[src/rtl/cpu_pkg.sv]
// Shared types for the operation sequencer: register-file geometry, opcodes,
// sequencer states and the queued instruction word.
package cpu_pkg;

  localparam int NREG      = 8;
  localparam int REG_IDX_W = $clog2(NREG);

  typedef logic [REG_IDX_W-1:0] reg_idx_t;

  typedef enum logic [1:0] {
    FU_ADD     = 2'd0,
    FU_MUL     = 2'd1,
    FU_NTT     = 2'd2,
    FU_ILLEGAL = 2'd3
  } fu_e;

  typedef enum logic [1:0] {
    ST_IDLE      = 2'd0,
    ST_WAIT_RF   = 2'd1,
    ST_WAIT_DONE = 2'd2
  } state_e;

  typedef struct packed {
    fu_e      op;
    reg_idx_t src0;
    reg_idx_t src1;
    reg_idx_t dst;
  } instr_t;

  // Two-operand units read the second source; the NTT unit is unary.
  function automatic logic uses_src1(input fu_e op);
    return (op == FU_ADD) || (op == FU_MUL);
  endfunction

endpackage

[src/rtl/op_fifo.sv]
// Instruction queue: power-of-two depth, pointers carry one extra wrap bit so
// full and empty are distinguishable. Push is accepted when full if a pop happens.
module op_fifo #(
  parameter int  QDEPTH  = 4,
  parameter type instr_t = cpu_pkg::instr_t
) (
  input  logic   clk,
  input  logic   reset_n,
  input  logic   push,
  input  instr_t push_data,
  input  logic   pop,
  output instr_t pop_data,
  output logic   full,
  output logic   empty
);

  localparam int             PTR_W   = $clog2(QDEPTH);
  localparam logic [PTR_W:0] PTR_ONE = (PTR_W + 1)'(1);

  logic [PTR_W:0] wr_ptr_q, wr_ptr_d;
  logic [PTR_W:0] rd_ptr_q, rd_ptr_d;
  instr_t         mem_q [QDEPTH];
  logic           do_push;
  logic           do_pop;

  assign empty    = (wr_ptr_q == rd_ptr_q);
  assign full     = (wr_ptr_q[PTR_W] != rd_ptr_q[PTR_W]) &&
                    (wr_ptr_q[PTR_W-1:0] == rd_ptr_q[PTR_W-1:0]);
  assign do_pop   = pop && !empty;
  assign do_push  = push && (!full || do_pop);
  assign pop_data = mem_q[rd_ptr_q[PTR_W-1:0]];

  always_comb begin
    wr_ptr_d = wr_ptr_q;
    rd_ptr_d = rd_ptr_q;
    if (do_push) wr_ptr_d = wr_ptr_q + PTR_ONE;
    if (do_pop)  rd_ptr_d = rd_ptr_q + PTR_ONE;
  end

  // NOTE: flops use non-blocking (<=) so every register samples pre-edge values.
  always_ff @(posedge clk or negedge reset_n) begin
    if (!reset_n) begin
      wr_ptr_q <= '0;
      rd_ptr_q <= '0;
    end else begin
      wr_ptr_q <= wr_ptr_d;
      rd_ptr_q <= rd_ptr_d;
    end
  end

  // NOTE: storage is deliberately not reset; an entry is only read after it is written.
  always_ff @(posedge clk) begin
    if (do_push) mem_q[wr_ptr_q[PTR_W-1:0]] <= push_data;
  end

endmodule

[src/rtl/op_sequencer.sv]
// Queues instructions and issues them one at a time to the register file.
// Define OP_SEQ_TIMEOUT_EN to add the WAIT_DONE watchdog and err_timeout port.
module op_sequencer
  import cpu_pkg::*;
#(
  parameter int QDEPTH         = 4,
  parameter int TIMEOUT_CYCLES = 1024
) (
  input  logic                 clk,
  input  logic                 reset_n,
  input  logic                 instr_valid,
  output logic                 instr_ready,
  input  logic [1:0]           instr_op,
  input  logic [REG_IDX_W-1:0] instr_src0,
  input  logic [REG_IDX_W-1:0] instr_src1,
  input  logic [REG_IDX_W-1:0] instr_dst,
  input  logic                 register_file_ready,
  input  logic                 destination_valid,
  input  logic                 destination_last,
  output logic                 start_operation,
  output logic                 use_source1,
  output logic [1:0]           fu_sel,
  output logic [REG_IDX_W-1:0] source0_register_index,
  output logic [REG_IDX_W-1:0] source1_register_index,
  output logic [REG_IDX_W-1:0] destination_register_index,
  output logic                 busy,
  output logic                 op_done,
  output logic                 err_illegal,
`ifdef OP_SEQ_TIMEOUT_EN
  output logic                 err_timeout,
`endif
  output logic [15:0]          done_count
);

  state_e      state_q, state_d;
  instr_t      cur_q, cur_d;
  logic        use_src1_q, use_src1_d;
  logic        start_q, start_d;
  logic        op_done_q, op_done_d;
  logic        err_illegal_q, err_illegal_d;
  logic [15:0] done_count_q, done_count_d;

  instr_t      push_instr;
  instr_t      fifo_head;
  logic        fifo_pop;
  logic        fifo_full;
  logic        fifo_empty;

`ifdef OP_SEQ_TIMEOUT_EN
  localparam int WD_W = $clog2(TIMEOUT_CYCLES + 1);
  logic [WD_W-1:0] wd_q, wd_d;
  logic            err_timeout_q, err_timeout_d;
`endif

  assign push_instr = '{op: fu_e'(instr_op), src0: instr_src0, src1: instr_src1, dst: instr_dst};

  op_fifo #(
    .QDEPTH  (QDEPTH),
    .instr_t (instr_t)
  ) u_fifo (
    .clk       (clk),
    .reset_n   (reset_n),
    .push      (instr_valid && instr_ready),
    .push_data (push_instr),
    .pop       (fifo_pop),
    .pop_data  (fifo_head),
    .full      (fifo_full),
    .empty     (fifo_empty)
  );

  // NOTE: every always_comb output gets a default first so no path infers a latch.
  always_comb begin
    state_d       = state_q;
    cur_d         = cur_q;
    use_src1_d    = use_src1_q;
    start_d       = 1'b0;
    op_done_d     = 1'b0;
    err_illegal_d = err_illegal_q;
    done_count_d  = done_count_q;
    fifo_pop      = 1'b0;
`ifdef OP_SEQ_TIMEOUT_EN
    wd_d          = '0;
    err_timeout_d = err_timeout_q;
`endif
    unique case (state_q)
      ST_IDLE: begin
        if (!fifo_empty) begin
          fifo_pop = 1'b1;
          if (fifo_head.op == FU_ILLEGAL) begin
            err_illegal_d = 1'b1;
          end else begin
            cur_d      = fifo_head;
            use_src1_d = uses_src1(fifo_head.op);
            state_d    = ST_WAIT_RF;
          end
        end
      end
      ST_WAIT_RF: begin
        if (register_file_ready) begin
          start_d = 1'b1;
          state_d = ST_WAIT_DONE;
        end
      end
      ST_WAIT_DONE: begin
        if (destination_valid && destination_last) begin
          state_d      = ST_IDLE;
          op_done_d    = 1'b1;
          done_count_d = done_count_q + 16'd1;
        end
`ifdef OP_SEQ_TIMEOUT_EN
        // Completion wins over a watchdog expiry landing on the same cycle.
        else if (wd_q == WD_W'(TIMEOUT_CYCLES - 1)) begin
          state_d       = ST_IDLE;
          err_timeout_d = 1'b1;
        end else begin
          wd_d = wd_q + WD_W'(1);
        end
`endif
      end
      default: state_d = ST_IDLE;
    endcase
  end

  always_ff @(posedge clk or negedge reset_n) begin
    if (!reset_n) begin
      state_q       <= ST_IDLE;
      cur_q         <= '0;
      use_src1_q    <= 1'b0;
      start_q       <= 1'b0;
      op_done_q     <= 1'b0;
      err_illegal_q <= 1'b0;
      done_count_q  <= '0;
`ifdef OP_SEQ_TIMEOUT_EN
      wd_q          <= '0;
      err_timeout_q <= 1'b0;
`endif
    end else begin
      state_q       <= state_d;
      cur_q         <= cur_d;
      use_src1_q    <= use_src1_d;
      start_q       <= start_d;
      op_done_q     <= op_done_d;
      err_illegal_q <= err_illegal_d;
      done_count_q  <= done_count_d;
`ifdef OP_SEQ_TIMEOUT_EN
      wd_q          <= wd_d;
      err_timeout_q <= err_timeout_d;
`endif
    end
  end

  assign instr_ready                = !fifo_full;
  assign busy                       = (state_q != ST_IDLE) || !fifo_empty;
  assign start_operation            = start_q;
  assign op_done                    = op_done_q;
  assign err_illegal                = err_illegal_q;
  assign done_count                 = done_count_q;
  assign use_source1                = use_src1_q;
  assign fu_sel                     = cur_q.op;
  assign source0_register_index     = cur_q.src0;
  assign source1_register_index     = cur_q.src1;
  assign destination_register_index = cur_q.dst;
`ifdef OP_SEQ_TIMEOUT_EN
  assign err_timeout                = err_timeout_q;
`endif

endmodule

[config.mk]
export PLATFORM = sky130hd
export DESIGN_NAME = op_sequencer
export DESIGN_NICKNAME = d
export VERILOG_FILES = /design/src/rtl/cpu_pkg.sv /design/src/rtl/op_fifo.sv /design/src/rtl/op_sequencer.sv
export SDC_FILE = /design/constraint.sdc
export NUM_CORES = 1
export LEC_CHECK = 0
export CORE_MARGIN = 3
export CORE_UTILIZATION = 57
export DETAILED_ROUTE_END_ITERATION = 8
export HOLD_SLACK_MARGIN = 0.03
export PLACE_DENSITY_LB_ADDON = 0.1
export SLEW_MARGIN = 20
export SYNTH_ARGS = -nofsm -noshare
export SYNTH_HDL_FRONTEND = slang
export SYNTH_SLANG_ARGS = --single-unit
export TNS_END_PERCENT = 30
[constraint.sdc]
create_clock -name clk -period 3.3 [get_ports clk]
set_clock_uncertainty 0.2 [all_clocks]
set_input_delay 0.825 -clock clk [delete_from_list [all_inputs] [get_ports clk]]
set_output_delay 0.825 -clock clk [all_outputs]
set_load 0.03 [all_outputs]
; After elaboration in Yosys (flattened, before gate mapping)
; Memories as Yosys holds them, arrays and structs flattened.
; Index checks and enable logic that the tools add are counted.
[word_totals]
regBits = 39
mem_bits_rw = 44
wordCells = 59
memories = 1
in_bits = 17
[memory_table]
columns = memory, words, word_bits, rd, rd_clocked_by_memory_dff, wr, line
row1 = u_fifo.mem_q, 4, 11, 1, 0, 1, op_fifo.sv:22  ; instr_t mem_q [QDEPTH];
[classes]
eq_ne = 11
n_reduce_logical = 17
n_addsub = 3
n_bitwise = 2
muxes = 13
[ops]
columns = op, n
row1 = 16-bit by 1-bit adder with 16-bit output (second input constant), 1
row2 = 1-bit two-way mux, 8
row3 = 2-bit two-way mux, 4
row4 = 2-bit inequality test (second input constant), 4
row5 = 3-bit by 1-bit adder with 3-bit output (second input constant), 2
row6 = 2-bit case mux with 3 select lines, 1
row7 = 3-bit AND reduction, 2
row8 = 1-bit logical AND, 5
row9 = 2-bit by 1-bit == test with 1-bit output (second input constant), 2
row10 = 2-bit == test (second input constant), 2
row11 = 2-bit logical NOT, 2
row12 = 4-bit AND reduction, 1
row13 = 3-bit == test, 1
row14 = 1-bit logical OR, 3
row15 = 2-bit == test, 1
row16 = 1-bit logical NOT, 2
row17 = 1-bit NOT, 2
row18 = 2-bit AND reduction, 1
row19 = 2-bit nonzero test, 1
row20 = 1-bit inequality test, 1

; Logic depth before layout (Yosys ltp)
[logic_depth]
word_depth = 8
mapped_depth = 5

; Hierarchy
; From an unflattened synthesis, not the netlist that was laid out.
[hier_totals]
cells_unflattened = 210
hier_area_um2 = 3412.0
[modules_own_cells]
columns = module, cells_per_inst, area_each_um2, n_inst, seq_area_each_um2
row1 = op_fifo, 101, 2057.0, 1, 1471.4
row2 = op_sequencer, 109, 1355.0, 1, 825.8

; Worst setup path after synthesis
; OpenSTA, ideal clock, no wires.
[synth_timing]
path_type = register to output
start = reg u_fifo.rd_ptr_q[0]
end = out busy
arrival_ns = 1.285
required_ns = 2.275
stages_incl_launch_ff = 3
slack_ns = 0.990
path_cell_list = dfrtp_1 -> xnor2_1 -> nand4_1
[synth_via]
elab_chain_cells = 3
[synth_lines]
columns = item, line
row1 = start: declaration, op_fifo.sv:21  ; logic [PTR_W:0] rd_ptr_q, rd_ptr_d;
row2 = start signal: assignment, op_fifo.sv:47  ; rd_ptr_q <= rd_ptr_d;
row3 = 3-bit == test, op_fifo.sv:26  ; assign empty = (wr_ptr_q == rd_ptr_q);
row4 = 1-bit logical NOT, op_sequencer.sv:153  ; assign busy = (state_q != ST_IDLE) || !fifo_empty;
row5 = 1-bit logical OR, op_sequencer.sv:153
row6 = end: declaration, op_sequencer.sv:26  ; output logic busy,
; Every way passes these cells.

; Final worst setup path
[layout_timing]
start = reg u_fifo.wr_ptr_q[0]
end = out busy
[layout_via]
elab_chain_cells = 3
[layout_lines]
columns = item, line
row1 = start: declaration, op_fifo.sv:20  ; logic [PTR_W:0] wr_ptr_q, wr_ptr_d;
row2 = start signal: assignment, op_fifo.sv:46  ; wr_ptr_q <= wr_ptr_d;
row3 = 3-bit == test, op_fifo.sv:26
row4 = 1-bit logical NOT, op_sequencer.sv:153
row5 = 1-bit logical OR, op_sequencer.sv:153
; Every way passes these cells.

==> results.md <==
* Fraction of post-synthesis cell area in the top cell type by area at 0.400
* Antenna Cells at 0
* RSZ-0062 raised after global routing: no
* Number of buffers inserted during clock tree synthesis at 9
* Switching fraction of total power at 0.350
* Net count after synthesis at 222
* Avg Synthesized Cell Area at 16.6 sq um
* Layout Area Growth over Synthesis at 24.6%
* Capture point of the critical path: busy
* Cell type group with the largest total delay on the critical path: buffers and inverters
* Synthesis Warnings at 0
* Detailed-route vias per instance at 5.43
* Initial antenna violation count at 0
* End of the worst register-to-register path: u_fifo.mem_q[2][9]
* Post-CTS setup buffer count at 0
* NetSw at 1.32 mW
* Met3 usage at 0.0456
* Worst Path Required at 2270 ps
* Half-perimeter wire length after placement at 3.88 mm
* Via count of the first global-routing pass at 1795
* Overall die width at 82.1 um
* Peak supply drop at 909 uV
* Post-cts gate resize count at 0
* Internal power summed over all cells at 2.46 mW
* Antenna viol nets, final at 0
* Number of gates on the worst path with buffers counted at 3
* Worst-case clock buffer depth at 2
* Pin count of the biggest net entering global routing at 40
* Most Used Layer, Global Route: met2
* Hold-fix buffers at CTS at 0
* Sequential cell fraction of total power at 0.405
* TritonCTS clock tree: built
* Met1 track demand over resource at 0.245
* Longest individual stage delay on the worst path at 630 ps
* #FFs+latches synth at 83
* Post-route non-filler standard cell count at 339
* Number of cells after detailed placement at 323
* Critical path capture point type: primary output
* Post-synth EDFFs at 44
* Initial detailed-routing violation count at 82
* Detailed-route DRC error count at 0
* Highest clock rate at 322 MHz
* Max Transition Viols Final at 0
* Fillers at 379
* Status: completed
* Post-synthesis cell count at 199
* Summed instance area of the synthesized netlist at 3300 sq um
* Data arrival time of the critical path at 2080 ps
* Seq/Total Area, Yosys at 0.695
* Number of placement rows at 27
* Final count of hold timing violations at 0
* Top post-synthesis cells by area: edfxtp_1, dfrtp_1, mux4_2
* Max H-tree Level at 3
* Total Die Area at 6740 sq um
* Comb pwr share at 0.398
* Setup TNS Final at 0 ps
* Clock tree root buffer cell: clkbuf_8
* Final Cycle Share at 0.942
* Min Clock Period, post-route at 3110 ps
* Clock-pin slew on the worst setup and hold paths at 90 ps
* Buffers added on ports at 49
* Clock sink count at 83
* Top cell type by total area after synthesis: edfxtp_1
* Slew at the pin with the worst max-slew slack at 862 ps
* Routed wire per std cell at 15.9 um
* Clock latency on the worst-skew pair at 340 ps
* Source of the worst register-to-register timing path: u_fifo.wr_ptr_q[0]
* Critical path startpoint: u_fifo.wr_ptr_q[0]
* Max FO, Critical Path at 6
* Power density cells at 918 nW/um^2
* Global Route met2 Usage at 0.284
* Max transition margin at 0.425
* Initial standard-cell utilization of the core at 0.593
* Total grt overflow at 0
* Buffers and inverters on the worst path at 1
* Crit-path slowest cell: clkdlybuf4s50_1
* Worst setup SP type: flip-flop
* Cell-by-cell trace of the critical path: xnor2_1 > nand4_1 > clkdlybuf4s50_1
* Main flop type after synthesis: edfxtp_1
* Die Y at 82.1 um
* Share of power burned in the clock network at 0.197
* Classification of the worst setup path: flip-flop to primary output
* Nets@finish at 285
* Total of max-cap violations at 0
* Setup slack, reg-to-reg at 970 ps
* Gp weighted congestion at 0.791
* Final number of setup-violating endpoints at 0
* Wire length of the first global-routing pass at 8.76 mm
* I/O pin cnt at 50
* Layout cell share with drive strength beyond 1 at 0.161
* Proportion of synthesized flip-flops having asynchronous set or reset at 0.470
* R2R cell count at 3
* Leak pwr at 1.60 nW
* Placeable Area at 5570 sq um
* Post-Route WL at 5.39 mm
* Overall global routing resource usage at 0.183
* Detailed-router iteration count before antenna repair at 4
* Worst hold margin at 279 ps
* Kind of path behind the tightest hold check: flip-flop to flip-flop
* Distinct cells, synth at 34
* Total number of vias at 1841
-- registers in the layout (all words and copies together) (netlist names) --
| name | flops |
|---|---|
| destination_register_index | 3 |
| done_count | 16 |
| err_illegal | 1 |
| fu_sel | 2 |
| op_done | 1 |
| source0_register_index | 3 |
| source1_register_index | 3 |
| start_operation | 1 |
| state_q | 2 |
| u_fifo.mem_q | 44 |
| u_fifo.rd_ptr_q | 3 |
| u_fifo.wr_ptr_q | 3 |
| use_source1 | 1 |
-- cells in the mapped netlist (2+ instances only) --
| library cell | number |
|---|---|
| edfxtp_1 | 44 |
| dfrtp_1 | 39 |
| nand2_1 | 16 |
| xnor2_1 | 16 |
| mux4_2 | 10 |
| mux2_2 | 8 |
| nor2_1 | 7 |
| xor2_1 | 7 |
| ha_1 | 6 |
| inv_1 | 6 |
| nand3_1 | 6 |
| nand4_1 | 5 |
| and2_1 | 4 |
| a21oi_1 | 2 |
| a31oi_1 | 2 |
| nor3_1 | 2 |
| o21bai_1 | 2 |
-- logic make-up after synthesis --
| family | Yosys count | share of synthesized area |
|---|---|---|
| xor gates and xnor gates | 23 | 0.0610 |
| AOI/OAI and AO/OA | 11 | 0.0284 |
| buffers and inverters | 8 | 0.00947 |
| and+or+nand+nor | 48 | 0.0761 |
| adders and majority gates | 6 | 0.0227 |
| DFF | 83 | 0.695 |
| muxes | 20 | 0.107 |
-- routing by layer --
| layer | vias up | wire length, um |
|---|---|---|
| met1 | 916 | 2330 |
| met5 | - | 0 |
| met4 | 0 | 103 |
| li1 | 868 | - |
| met3 | 10 | 227 |
| met2 | 47 | 2730 |
-- stage by stage --
stage,instance area (sq um),total power [mW],util,setup WS [ps]
final,4120,3.78,0.738,191
after global routing,4120,4.01,0.738,36.4
after CTS,4120,3.82,0.738,167
after detailed placement,3910,3.08,0.701,440
after global placement,3910,3.04,0.701,462
after floorplan,3300,2.57,-,990
-- power by group through the flow --
stage / Clock [mW] / Combinational, mW / Sequential [mW]
2_1_floorplan: 0 / 0.821 / 1.75
3_3_place_gp: 0 / 1.49 / 1.54
3_5_place_dp: 0 / 1.52 / 1.56
4_1_cts: 0.758 / 1.53 / 1.54
5_1_grt: 0.806 / 1.64 / 1.56
6_report: 0.743 / 1.50 / 1.53
-- how the worst min path moves through the flow --
stage / startpoint / end / slack (ps) / cells past startpoint
detailed placement: done_count[15] / done_count[15] / 270 / 1
finish: done_count[15] / done_count[15] / 280 / 1
CTS: done_count[15] / done_count[15] / 280 / 1
floorplan: u_fifo.wr_ptr_q[2] / u_fifo.wr_ptr_q[2] / 300 / 1
global placement: err_illegal / err_illegal / 260 / 1
global route: done_count[15] / done_count[15] / 300 / 1
-- layout by cell type (no fill, tap or decap), drive strengths merged, types with 2 or more instances in the layout --
master and n:
a21oi 2, a31oi 2, and2 4, buf 6, clkbuf 10, clkdlybuf4s50 48, clkinvlp 2, dfrtp 39
edfxtp 44, ha 6, inv 8, mux2 9, mux4 11, nand2 17, nand3 6, nand4 5
nor2 7, nor3 2, o21bai 2, xnor2 16, xor2 7
-- cell type report --
type / count / area (sq um) / area share
Multi-Input combinational cell: 108 / 975 / 0.237
Clock buffer: 10 / 138 / 0.0334
Tap cell: 72 / 90.1 / 0.0219
Clock inverter: 6 / 71.3 / 0.0173
Timing Repair Buffer: 54 / 523 / 0.127
Sequential cell: 83 / 2300 / 0.558
Inverter: 6 / 22.5 / 0.00547
(Power assumes the default switching activity.)
